`config.mk`:
```
export PLATFORM = sky130hd
export DESIGN_NAME = seq_multiplier_param
export DESIGN_NICKNAME = d
export VERILOG_FILES = /design/src/rtl/seq_multiplier_param.sv
export SDC_FILE = /design/constraint.sdc
export NUM_CORES = 1
export LEC_CHECK = 0
export ABC_AREA = 1
export CORE_ASPECT_RATIO = 0.5
export CORE_UTILIZATION = 55
export CTS_BUF_LIST = sky130_fd_sc_hd__clkbuf_8
export CTS_CLUSTER_DIAMETER = 150
export CTS_CLUSTER_SIZE = 25
export DETAILED_ROUTE_END_ITERATION = 16
export PLACE_DENSITY = 0.77
export REMOVE_ABC_BUFFERS = 1
export SLEW_MARGIN = 20
export SYNTH_ARGS = -nofsm -noshare
export SYNTH_HDL_FRONTEND = slang
export SYNTH_SLANG_ARGS = --single-unit
```
`constraint.sdc`:
```
create_clock -name clk -period 2.4 [get_ports clk]
set_clock_uncertainty 0.1 [all_clocks]
set_input_delay 0.48 -clock clk [delete_from_list [all_inputs] [get_ports clk]]
set_output_delay 0.48 -clock clk [all_outputs]
set_load 0.01 [all_outputs]
```
`src/rtl/seq_multiplier_param.sv`:
```
// Shift-add multiplier, one partial product per cycle; done pulses WIDTH+1 cycles after an accepted start.
// No queueing: start is ignored while busy, and operands are captured only on acceptance.
module seq_multiplier_param #(
  parameter int WIDTH = 32
) (
  input  logic                 clk,
  input  logic                 rst,
  input  logic                 start,
  input  logic                 signed_mode,
  input  logic [WIDTH-1:0]     in1,
  input  logic [WIDTH-1:0]     in2,
  output logic                 busy,
  output logic                 done,
  output logic [2*WIDTH-1:0]   prod
);

  localparam int CW = $clog2(WIDTH + 1);

  typedef enum logic [1:0] {
    S_IDLE = 2'd0,
    S_RUN  = 2'd1,
    S_DONE = 2'd2
  } state_t;

  state_t               r_state;
  state_t               w_state_nxt;
  logic [2*WIDTH-1:0]   r_mcand;
  logic [WIDTH-1:0]     r_mplier;
  logic [2*WIDTH-1:0]   r_acc;
  logic [CW-1:0]        r_cnt;
  logic                 r_neg;
  logic [2*WIDTH-1:0]   r_prod;
  logic                 w_last;
  logic [WIDTH-1:0]     w_mag1;
  logic [WIDTH-1:0]     w_mag2;

  // In signed mode the magnitude of -2^(WIDTH-1) is 2^(WIDTH-1), which still fits unsigned.
  assign w_mag1 = (signed_mode && in1[WIDTH-1]) ? -in1 : in1;
  assign w_mag2 = (signed_mode && in2[WIDTH-1]) ? -in2 : in2;
  assign w_last = (r_cnt == CW'(WIDTH));

  always_ff @(posedge clk) begin
    if (rst) begin
      r_state <= S_IDLE;
    end else begin
      r_state <= w_state_nxt;
    end
  end

  always_comb begin
    w_state_nxt = r_state;
    case (r_state)
      S_IDLE:  if (start) w_state_nxt = S_RUN;
      S_RUN:   if (w_last) w_state_nxt = S_DONE;
      S_DONE:  w_state_nxt = S_IDLE;
      default: w_state_nxt = S_IDLE;
    endcase
  end

  always_ff @(posedge clk) begin
    if (rst) begin
      r_mcand  <= '0;
      r_mplier <= '0;
      r_acc    <= '0;
      r_cnt    <= '0;
      r_neg    <= 1'b0;
      r_prod   <= '0;
    end else begin
      case (r_state)
        S_IDLE: begin
          if (start) begin
            r_mcand  <= {{WIDTH{1'b0}}, w_mag1};
            r_mplier <= w_mag2;
            r_neg    <= signed_mode & (in1[WIDTH-1] ^ in2[WIDTH-1]);
            r_acc    <= '0;
            r_cnt    <= '0;
          end
        end
        S_RUN: begin
          if (w_last) begin
            r_prod <= r_neg ? -r_acc : r_acc;
          end else begin
            // r_mcand is pre-shifted each cycle, so it always equals mcand << cnt.
            if (r_mplier[0]) r_acc <= r_acc + r_mcand;
            r_mcand  <= r_mcand << 1;
            r_mplier <= r_mplier >> 1;
            r_cnt    <= r_cnt + CW'(1);
          end
        end
        default: ;
      endcase
    end
  end

  assign busy = (r_state != S_IDLE);
  assign done = (r_state == S_DONE);
  assign prod = r_prod;

endmodule
```
==> flow_summary.toml, run 1 <==
[detailed_routing]
drt-total-wl_um = 64500
vias = 21100
drt_iter0_drc = 2245
vias_per_cell = 5.46
dr.pass1.iters = 6
wl_per_cell_um = 16.7
drc = 0
postRouteAntennaNets = 0

[floorplan]
start_util_pct = 56.7
chipWidth_um = 259
core_area_um2 = 32100
dieArea_um2 = 33800
die_h_um = 131
row_count = 46
io_pins = 134

[sta]
fin_ws_ns = 0.0710
tightestPinTransition_ns = 0.718
fmax_mhz = 429
hold_ws_ns = 0.363
rsz0062_at_grt = "yes"
period_needed_ns = 2.33
drv_slew = 0
final_hold_viol_count = 0
finalCritPeriodShare_pct = 97.0
setup_violations = 0
fin_setup_tns_ns = 0
max-slew-margin-rel_pct = 52.1

[power_and_ir_drop]
vdd_drop_max_mv = 0.528
p_leak_uw = 0.0113
power.density_nw_per_um2 = 373

[placement]
gp_congestion = 0.963
dpl_worst_slack_ns = -0.315
io_buffers = 133
dp_hpwl_um = 51100

[outcome]
status = "finished clean"

[worst_setup_path]
reg2regPathDepth = 13
critPathBufInv = 2
r2r-end = "r_acc[53]"
arrival_ns = 2.69
slowest_stage = "ha_2"
crit_required_ns = 2.76
reg2reg_slack_ns = 0.07
path_cells = "ha_2 > nand2_1 > buf_4 > nor2_1 > nand2_1 > inv_1 > nand2_1 > nor2_1 > nand2_2 > nand3_1 > nand2_1 > nand3_1 > a21oi_1"
slowest_delay_ns = 0.43
critical_path_class = "reg -> reg"
path_delay_family = "simple AND/OR/NAND/NOR gates"
cp-end-kind = "register"
r2r-start = "r_acc[49]"
critPathMaxFanout = 5
path_common_cell = "nand2_1"
start_kind = "register"

[grt]
overflow = 0
grt_first_pass_wirelength_um = 97800
track_usage_pct = 36.9
grt_max_degree = 112
grt_pass1_vias = 18400
antenna_found_initial = 1

[final_layout]
fin_util_pct = 68.7
layout-drive-gt1-share_pct = 11.2
fillCellCount = 3033
layout.nets = 3571
final_common_cell = "nand2_1"
seqCellArea_um2 = 4680
multiInputGateArea_um2 = 11400
area_delta_synth_final_pct = 21.2
layout_common_cells = "nand2_1 (962), inv_1 (529), nor2_1 (319), dfxtp_1 (219), buf_4 (209)"

[logic_synthesis]
avgSynthCellArea_um2 = 5.77
async_flop_share_pct = 0
synth_top_flop_cell = "dfxtp_1"
synth.yosys.warnings = 0
synth_sequential_area_ratio_pct = 25.7
mappedNetlistArea_um2 = 18200
yosysUniqueCellTypes = 54
postSynthCellCount = 3149
synth-edff-count = 0
ys_ff_latch = 233

[worst_hold_path]
min_path_cells = 2
worst_hold_path.endpoint = "r_mplier[19]"
hp-start = "r_mplier[19]"
holdCritPathClass = "reg -> reg"

[clock_network]
htree_levels = 1
cts-root-buf = "clkbuf_8"
cts_tree = "done"
ctsHoldBuffers = 0
cts_buffer_depth = 3
clkTransAtPathRegs_ns = 0.18
cts_buffers = 13
clk_latency_ns = 0.59
clkSinkCount = 233

[run]
maxCapViolCount = 0
## report_power, final
group	internal (uW)	total, uW	switching [uW]
Clock	524	1900	1380
Sequential	4010	4140	131
Combinational	823	2180	1360
## metrics by stage
step | power (uW) | std cells | cell area, um2
floorplan | 5300 | 3064 | 17800
CTS | 8100 | 3863 | 21700
global route | 8530 | 3865 | 22000
detailed placement | 6280 | 3849 | 21500
global placement | 6260 | 3849 | 21500
finish | 8220 | 3866 | 22000
## cells in the mapped netlist, types with 6 or more instances
cell / n / area share, %
nand2_1: 983 / 20
inv_1: 532 / 11
nor2_1: 339 / 7.0
dfxtp_1: 233 / 26
a21oi_1: 211 / 5.8
nand3_1: 187 / 5.2
o21ai_0: 173 / 4.8
xor2_1: 70 / 3.4
ha_1: 68 / 4.7
buf_2: 39 / 1.1
o22ai_1: 38 / 1.3
nand4_1: 37 / 1.3
nor3_1: 36 / 0.99
clkbuf_1: 31 / 0.64
o21ai_1: 22 / 0.61
buf_1: 12 / 0.25
or2_2: 10 / 0.34
inv_2: 9 / 0.19
o211ai_1: 9 / 0.37
o221ai_1: 9 / 0.43
a211oi_1: 8 / 0.33
o31ai_1: 7 / 0.29
nand2_2: 6 / 0.21
## repair_timing
action                                  4_1_cts  5_1_grt
setup buffers                                 0        2
endpoints found under the setup margin        3       51
endpoints found under the hold margin         0        0
gates resized for setup                       3       91
pin swaps                                     0        5
## worst max-delay path by stage
stage / start / to / cells past startpoint
finish: r_acc[49] / r_acc[53] / 13
CTS: r_mcand[0] / r_acc[62] / 17
global route: r_mcand[10] / r_acc[55] / 15
floorplan: r_state[1] / r_acc[2] / 7
global placement: in1[0] / r_mcand[24] / 15
detailed placement: in1[0] / r_mcand[22] / 15
## sequential cells by signal, summed over array words and instances, names as in the netlist
| register | count |
|---|---|
| r_neg | 1 |
| prod | 64 |
| r_mcand | 64 |
| r_acc | 64 |
| r_cnt | 6 |
| r_state | 2 |
| r_mplier | 32 |
## layer usage
| layer | vias to the layer above | global-route usage (%) | share of wire (%) |
|---|---|---|---|
| met2 | 932 | 58.3 | 43 |
| met4 | 0 | 8.95 | 2.3 |
| met5 | - | 0 | 0 |
| met3 | 90 | 5.36 | 9.6 |
| met1 | 9587 | 52.8 | 45 |
| li1 | 10500 | - | - |
## final cells by class
class / instances / area share (%)
Multi-Input combinational cell: 2288 / 51.7
Sequential cell: 233 / 21.3
Timing Repair Buffer: 355 / 14.4
Inverter: 543 / 9.26
Tap cell: 432 / 2.45
Clock buffer: 13 / 0.813
Clock inverter: 1 / 0.0909
Antenna cell: 1 / 0.0114
## tightest hold or removal path, cell delays in order, from the launching register on
cell     delay, ns
dfxtp_1       0.34
nand2_1       0.06
nand2_1       0.04
## logic make-up (layout without fill, tap and decap cells)
group	Yosys count	after routing	synth area share (%)
compound gates	509	509	15.5
fa+ha+maj	69	69	4.79
other cells	0	1	0
flops	233	233	25.7
simple gates	1635	1635	37.1
buf+inv	628	912	13.3
xor+xnor	75	75	3.61
No activity file was read; power rests on OpenSTA's default activity.
==> inputs of run 2 (changes only) <==
--- a/config.mk
+++ b/config.mk
@@ -7,14 +7,13 @@
 export LEC_CHECK = 0
 export ABC_AREA = 1
 export CORE_ASPECT_RATIO = 0.5
-export CORE_UTILIZATION = 55
+export CORE_UTILIZATION = 45
 export CTS_BUF_LIST = sky130_fd_sc_hd__clkbuf_8
 export CTS_CLUSTER_DIAMETER = 150
 export CTS_CLUSTER_SIZE = 25
 export DETAILED_ROUTE_END_ITERATION = 16
-export PLACE_DENSITY = 0.77
+export PLACE_DENSITY = 0.65
 export REMOVE_ABC_BUFFERS = 1
-export SLEW_MARGIN = 20
 export SYNTH_ARGS = -nofsm -noshare
 export SYNTH_HDL_FRONTEND = slang
 export SYNTH_SLANG_ARGS = --single-unit
==> run 2 against run 1 <==
- final area rose by 3.4%
- global-route usage fell by 4.8 points
- total power rose by 2.3%
- clock power rose by 3%
- utilization fell by 11 points
- hold slack got worse by 0.18 ns
- fmax barely moved
- final cell count rose by 4.0%
- largest power group unchanged
==> flow_summary.toml, run 2 (synthesized netlist as in run 1, its figures left out) <==
[detailed_routing]
drt_iter0_drc = 1913
dr.pass1.iters = 7
postRouteAntennaNets = 0
vias_per_cell = 5.16
drt-total-wl_um = 67800
drc = 0
vias = 20800
wl_per_cell_um = 16.9

[floorplan]
die_h_um = 144
row_count = 51
io_pins = 134
start_util_pct = 46.2
chipWidth_um = 286
dieArea_um2 = 41200
core_area_um2 = 39300

[clock_network]
cts_buffers = 13
clkSinkCount = 233
cts_tree = "done"
htree_levels = 1
clkTransAtPathRegs_ns = 0.19
cts-root-buf = "clkbuf_8"
ctsHoldBuffers = 0
cts_buffer_depth = 3
clk_latency_ns = 0.60

[sta]
tightestPinTransition_ns = 0.507
period_needed_ns = 2.33
finalCritPeriodShare_pct = 97.1
setup_violations = 0
max-slew-margin-rel_pct = 66.1
fin_ws_ns = 0.0696
rsz0062_at_grt = "yes"
final_hold_viol_count = 0
fmax_mhz = 429
drv_slew = 0

[final_layout]
layout_common_cells = "nand2_1 (951), inv_1 (529), nor2_1 (317), buf_4 (264), dfxtp_1 (212)"
final_common_cell = "nand2_1"
layout-drive-gt1-share_pct = 13.7
fin_util_pct = 58.0
layout.nets = 3628
area_delta_synth_final_pct = 25.4
diodes = 0

[grt]
grt_first_pass_wirelength_um = 103000
overflow = 0
antenna_found_initial = 1
grt_max_degree = 60
grt_pass1_vias = 18500
track_usage_pct = 32.1

[worst_setup_path]
cp-end-kind = "register"
arrival_ns = 2.71
critical_path_class = "reg -> reg"
reg2regPathDepth = 13
start_kind = "register"
critPathMaxFanout = 5
crit_required_ns = 2.78

[placement]
gp_congestion = 0.946
dpl_worst_slack_ns = -0.290
dp_hpwl_um = 54200
io_buffers = 133

[worst_hold_path]
min_path_cells = 2
holdCritPathClass = "in -> reg"

[power_and_ir_drop]
vdd_drop_max_mv = 0.365
p_leak_uw = 0.0116
power.density_nw_per_um2 = 369

[run]
maxCapViolCount = 0

[outcome]
status = "finished clean"
[run 2: area by class of cell]
class	instances	area, um2
clock buffer	13	179
timing repair buffer	412	3620
tap	530	663
fill	4090	16500
inverter	543	2040
multi-input combinational	2288	11500
sequential	233	4700
clock inverter	2	27.5
[run 2: where the power goes]
part	internal (uW)	leakage, uW	switching, uW
Combinational	912	0.00960	1400
Clock	528	0.000103	1430
Sequential	4010	0.00190	129
Total	5450	0.0116	2960
[run 2: worst max-delay path, stage by stage, from the launching register on]
cell and delay (ns):
dfxtp_1 0.36, buf_4 0.14, inv_1 0.16, nand4_1 0.20, nor2_1 0.31, nand2_1 0.08, nor2_1 0.35, nand2_1 0.10
nand2_1 0.07, nand2_1 0.05, nand2_1 0.05, o211ai_1 0.13, nand2_1 0.09, inv_1 0.03
[run 2: final timing paths]
path                                   start      endpoint  slack, ns
worst max-delay path               r_acc[19]      prod[53]       0.07
worst min-delay path                     rst   r_mcand[11]       0.18
worst max register to register     r_acc[19]      prod[53]       0.07
worst min register to register  r_mplier[27]  r_mplier[27]       0.36
[run 2: metrics by stage]
step	instances	total power (uW)	hold WS, ns	instance area [um2]	TNS [ns]
finish	4021	8410	0.178	22800	0
global route	4021	8810	0.140	22800	-0.110
CTS	4015	8340	0.135	22300	-0.00603
detailed placement	4000	6400	0.340	22000	-3.54
global placement	4000	6390	0.332	22000	-2.05
floorplan	3064	5300	0.321	17800	-262.09
[run 2: per-layer routing]
metal	share of wire, %	wire length [um]	track usage [%]	vias to the layer above
met5	0	0	0	-
met4	1.6	1080	5.88	0
met3	7.0	4710	3.85	55
met2	43	29100	50.7	602
met1	49	32900	46.8	9504
li1	-	-	-	10600
[run 2: repair_timing]
action / 4_1_cts / 5_1_grt
resized for setup: 14 / 120
setup buffers: 0 / 6
pin swaps: 1 / 11
endpoints found under the setup margin: 14 / 76
